[src/rtl/adder_pkg.sv]
// rtl/adder_pkg.sv - shared opcode type and parameter limits for adder_pipe
package adder_pkg;

    typedef enum logic [1:0] {
        OP_ADD = 2'd0,
        OP_SUB = 2'd1,
        OP_ACC = 2'd2,
        OP_CLR = 2'd3
    } op_e;

    localparam int ADDER_MAX_STAGES = 4;
    localparam int ADDER_MAX_WIDTH  = 32;

endpackage

[src/rtl/adder_pipe_stage.sv]
// rtl/adder_pipe_stage.sv - one elastic register stage carrying an opaque payload
module adder_pipe_stage #(
    parameter int DW = 10
) (
    input  logic          clk,
    input  logic          reset,
    input  logic          in_valid,
    output logic          in_ready,
    input  logic [DW-1:0] in_data,
    output logic          out_valid,
    input  logic          out_ready,
    output logic [DW-1:0] out_data
);

    assign in_ready = !out_valid || out_ready;

    always_ff @(posedge clk) begin
        if (reset) begin
            out_valid <= 1'b0;
            out_data  <= '0;
        end else if (in_ready) begin
            out_valid <= in_valid;
            if (in_valid)
                out_data <= in_data;
        end
    end

endmodule

[src/rtl/adder_pipe.sv]
// rtl/adder_pipe.sv - ADD/SUB/ACC/CLR unit with STAGES-deep elastic pipeline; ADDER_SAT_EN enables saturation
module adder_pipe
    import adder_pkg::*;
#(
    parameter int WIDTH  = 8,
    parameter int STAGES = 2
) (
    input  logic             clk,
    input  logic             reset,
    input  logic             in_valid,
    output logic             in_ready,
    input  logic [WIDTH-1:0] in1,
    input  logic [WIDTH-1:0] in2,
    input  logic [1:0]       op,
    output logic             out_valid,
    input  logic             out_ready,
    output logic [WIDTH:0]   out,
    output logic             sat
);

    localparam int PW = WIDTH + 2;

    if (WIDTH < 2 || WIDTH > ADDER_MAX_WIDTH || STAGES < 1 || STAGES > ADDER_MAX_STAGES) begin : g_bad_param
        $error("adder_pipe: WIDTH or STAGES out of range");
    end

    logic          v [STAGES];
    logic [PW-1:0] d [STAGES];
    logic          r [STAGES+1];

    logic          s0_valid;
    logic [WIDTH:0] s0_out;
    logic          s0_sat;
    logic [WIDTH:0] acc;
    logic [WIDTH:0] acc_nxt;
    logic [WIDTH:0] res;
    logic          res_sat;
    logic [WIDTH:0] a_ext;
    logic [WIDTH:0] b_ext;
    logic          accept;
`ifdef ADDER_SAT_EN
    logic [WIDTH+1:0] acc_wide;
`endif

    assign a_ext = {1'b0, in1};
    assign b_ext = {1'b0, in2};

    always_comb begin
        res     = '0;
        res_sat = 1'b0;
        acc_nxt = acc;
`ifdef ADDER_SAT_EN
        acc_wide = {1'b0, acc} + {2'b00, in1};
`endif
        case (op_e'(op))
            OP_ADD: res = a_ext + b_ext;
            OP_SUB: begin
`ifdef ADDER_SAT_EN
                if (in2 > in1) begin
                    res     = '0;
                    res_sat = 1'b1;
                end else begin
                    res = a_ext - b_ext;
                end
`else
                res = a_ext - b_ext;
`endif
            end
            OP_ACC: begin
`ifdef ADDER_SAT_EN
                if (acc_wide[WIDTH+1]) begin
                    acc_nxt = '1;
                    res_sat = 1'b1;
                end else begin
                    acc_nxt = acc_wide[WIDTH:0];
                end
`else
                acc_nxt = acc + a_ext;
`endif
                res = acc_nxt;
            end
            OP_CLR: begin
                acc_nxt = '0;
                res     = '0;
            end
        endcase
    end

    // Ready chain runs backwards from the consumer; r[STAGES] is the consumer itself.
    assign r[STAGES] = out_ready;
    assign r[0]      = !s0_valid || r[1];
    assign in_ready  = !reset && r[0];
    assign accept    = in_valid && in_ready;

    always_ff @(posedge clk) begin
        if (reset) begin
            s0_valid <= 1'b0;
            s0_out   <= '0;
            s0_sat   <= 1'b0;
            acc      <= '0;
        end else if (r[0]) begin
            s0_valid <= accept;
            if (accept) begin
                s0_out <= res;
                s0_sat <= res_sat;
                acc    <= acc_nxt;
            end
        end
    end

    assign v[0] = s0_valid;
    assign d[0] = {s0_sat, s0_out};

    for (genvar i = 1; i < STAGES; i++) begin : g_stage
        adder_pipe_stage #(.DW(PW)) u_stage (
            .clk       (clk),
            .reset     (reset),
            .in_valid  (v[i-1]),
            .in_ready  (r[i]),
            .in_data   (d[i-1]),
            .out_valid (v[i]),
            .out_ready (r[i+1]),
            .out_data  (d[i])
        );
    end

    assign out_valid = v[STAGES-1];
    assign out       = d[STAGES-1][WIDTH:0];
    assign sat       = d[STAGES-1][WIDTH+1];

endmodule

[config.mk]
export PLATFORM = sky130hd
export DESIGN_NAME = adder_pipe
export DESIGN_NICKNAME = d
export VERILOG_FILES = /design/src/rtl/adder_pkg.sv /design/src/rtl/adder_pipe_stage.sv /design/src/rtl/adder_pipe.sv
export SDC_FILE = /design/constraint.sdc
export NUM_CORES = 1
export LEC_CHECK = 0
export ABC_AREA = 1
export ABC_CLOCK_PERIOD_IN_PS = 4300
export BUFFER_PORTS_ARGS = -buffer_cell sky130_fd_sc_hd__clkbuf_2
export CAP_MARGIN = 20
export CORE_MARGIN = 5
export CORE_UTILIZATION = 55
export DETAILED_ROUTE_END_ITERATION = 12
export PLACE_DENSITY = 0.86
export SETUP_SLACK_MARGIN = 0.02
export SYNTH_ARGS = -nofsm -noshare
export SYNTH_HDL_FRONTEND = slang
export SYNTH_HIERARCHICAL = 1
export SYNTH_SLANG_ARGS = --single-unit
export TNS_END_PERCENT = 10
[constraint.sdc]
create_clock -name clk -period 4.3 [get_ports clk]
set_input_delay 0.86 -clock clk [delete_from_list [all_inputs] [get_ports clk]]
set_output_delay 0.86 -clock clk [all_outputs]
set_load 0.005 [all_outputs]
==> results.tsv <==
metric	value	unit
status	finished clean	
Chip Height	73.5	um
Post-DP HPWL	3870	um
Storage cell area	601	sq um
largest net degree at the start of global routing	24	
DRT Pass-1 Iters	4	
fin. max-slew vios	0	
via count	2215	
Total GRT Usage	0.195	
area of the multi-input gates	1330	sq um
Final Skew	3.79	ps
port bufs	33	
htree depth	2	
Worst slew margin	0.514	
DP Worst Slack	1340	ps
Synth-to-Final Area Change	12.8	%
hold buffers post-CTS	0	
layout cells sized above 1	0.136	
via count of the first global-routing pass	2097	
Clock Tree Buf Depth	2	
RSZ-0062 raised after global routing	false	
first-pass GRT wire length	8470	um
setup bufs post-CTS	0	
Avg Cell Area, Syn	6.39	sq um
Via density	5.13	
initial drt markers	200	
Warnings, synthesis	6	
pin slew with the least headroom to its limit	729	ps
final setup violation count	0	
critical path required time	4480	ps
clk slew on worst S/H paths	70	ps
final worst path period need	2670	ps
cell count after placement	424	
CP Launch Type	input pin	
Hold Path Class	register to register	
Peak Freq	375	MHz
Hold Fails Final Rpt	0	
row count	23	
Starting Density	0.562	
P_leak	0.00138	uW
fin crit share	0.620	
Mapped Nets	388	
synthesized area	2220	sq um
FF+latch count, synth	30	
Critical Path AT	2850	ps
Core ar.	3940	sq um
GP Congestion	0.866	
wire per inst	11.4	um
setup TNS	0	ps
worst-path fanout max	5	
clock buffers created by TritonCTS	5	
final setup margin	1630	ps
full die area	5400	sq um
Worst VDD drop	0.000221	V
final-stage net count	422	
sequential area share after synthesis	0.271	
initial antenna violation count	0	
post-layout util	0.634	
ANT nets after route	0	
fill count	358	
Layout Cells excl Fill	432	
Post-Syn Instances	347	
Crit. End Element	register	
hold_ws	468	ps
Netlist cell types	33	
Power Density	309	nW/um^2
# diodes	0	
critical path class	input pin to register	
root buffer cell	clkbuf_8	
IO Pins	34	
Horiz. Die Dim	73.5	um
clk sinks	30	
final WL	4940	um
Worst-Skew Late Latency	280	ps
global route overflow	0	
max cap viols	0	
CTS tree	yes	
CTS resizes	0	
residual DRC count	0	
==> registers in the layout, indices dropped and copies added (netlist names) <==
signal / flops
acc: 9
g_stage.u_stage/out_data: 10
g_stage.u_stage/out_valid: 1
s0_out: 9
s0_valid: 1
==> final timing paths <==
| kind | to | startpoint | slack, ps | cells past startpoint |
|---|---|---|---|---|
| hold / removal | s0_out[2] | s0_out[2] | 470 | 2 |
| hold reg to reg | s0_out[2] | s0_out[2] | 470 | 2 |
| setup reg to reg | acc[4] | s0_valid | 2300 | 6 |
| setup / recovery | s0_out[7] | in2[0] | 1630 | 16 |
==> stage by stage <==
stage / cell area [sq um] / power, uW
2_1_floorplan: 2220 / 449
3_3_place_gp: 2390 / 492
3_5_place_dp: 2390 / 499
4_1_cts: 2500 / 776
5_1_grt: 2500 / 819
6_report: 2500 / 772
==> critical path, stage by stage <==
cell and delay, ps:
clkbuf_2 90, inv_1 70, ha_1 160, nand3_1 140, o31ai_1 270, xor2_1 160
inv_1 60, ha_1 330, nand2_1 100, inv_1 40, a21oi_1 200, nand3_1 100
nand3_1 90, nand3_1 80, nand2_1 60, inv_1 40
==> layout by cell type, fill, tap and decap left out, drive strengths merged <==
| master | instances |
|---|---|
| nor2 | 25 |
| inv | 61 |
| clkinv | 3 |
| o31ai | 1 |
| fa | 2 |
| xnor2 | 2 |
| conb | 1 |
| nor3 | 2 |
| nand3 | 40 |
| or2 | 2 |
| a21oi | 33 |
| xor2 | 6 |
| clkbuf | 38 |
| nand3b | 5 |
| a21o | 1 |
| a31oi | 2 |
| bufinv | 1 |
| nand2 | 104 |
| dfxtp | 30 |
| o21ai | 6 |
| ha | 17 |
==> layout make-up <==
cell class                 instances  area share
inverter                          62      0.0930
multi-input combinational        249       0.532
tap                               50      0.0250
timing repair buffer              33      0.0660
clock buffer                       5      0.0275
sequential                        30       0.240
clock inverter                     3      0.0160
==> cells in the mapped netlist <==
master      n  share of area
a21oi_2     1         0.0040
buf_4       1         0.0034
nand2_4     1         0.0051
o21ai_1     2         0.0045
nor2_2      1         0.0028
buf_6       2          0.010
o31ai_1     1         0.0034
inv_1      58          0.098
xor2_1      6          0.024
xnor2_1     2         0.0079
dfxtp_1    30           0.27
clkinv_1    1         0.0017
a31oi_1     2         0.0056
nand3b_1    5          0.017
inv_2       3         0.0051
fa_1        2          0.018
or2_1       1         0.0028
nor3_1      1         0.0023
nand2_1   101           0.17
nor2_4      1         0.0051
or2_2       1         0.0028
clkbuf_8    1         0.0062
nand3_1    40          0.090
nor2_1     23          0.039
conb_1      1         0.0017
clkbuf_1    1         0.0017
ha_1       17          0.096
o21ai_0     4         0.0090
nor3_4      1         0.0073
nand2_2     2         0.0056
buf_2       1         0.0023
a21o_1      1         0.0034
a21oi_1    32          0.072
==> power by group <==
group	internal [uW]	switching [uW]
sequential	294	11.4
clock	170	106
combinational	74.7	115
==> routing by layer <==
| metal | track usage | vias up | share of wire |
|---|---|---|---|
| li1 | - | 1167 | - |
| met1 | 0.247 | 984 | 0.44 |
| met2 | 0.334 | 52 | 0.50 |
| met3 | 0.0369 | 12 | 0.045 |
| met4 | 0.0604 | 0 | 0.019 |
| met5 | 0 | - | 0 |
==> logic make-up (layout without fill, tap and decap cells) <==
group                    count (synthesis)  count (layout)  synth area share
AO/OA/AOI/OAI                           43              43             0.102
XOR/XNOR                                 8               8            0.0316
adder cells (fa/ha/maj)                 19              19             0.114
buffers and inverters                   68             103             0.129
flip-flops                              30              30             0.271
other                                    1               1           0.00169
AND/OR/NAND/NOR                        178             178             0.351
(Power assumes the default switching activity.)
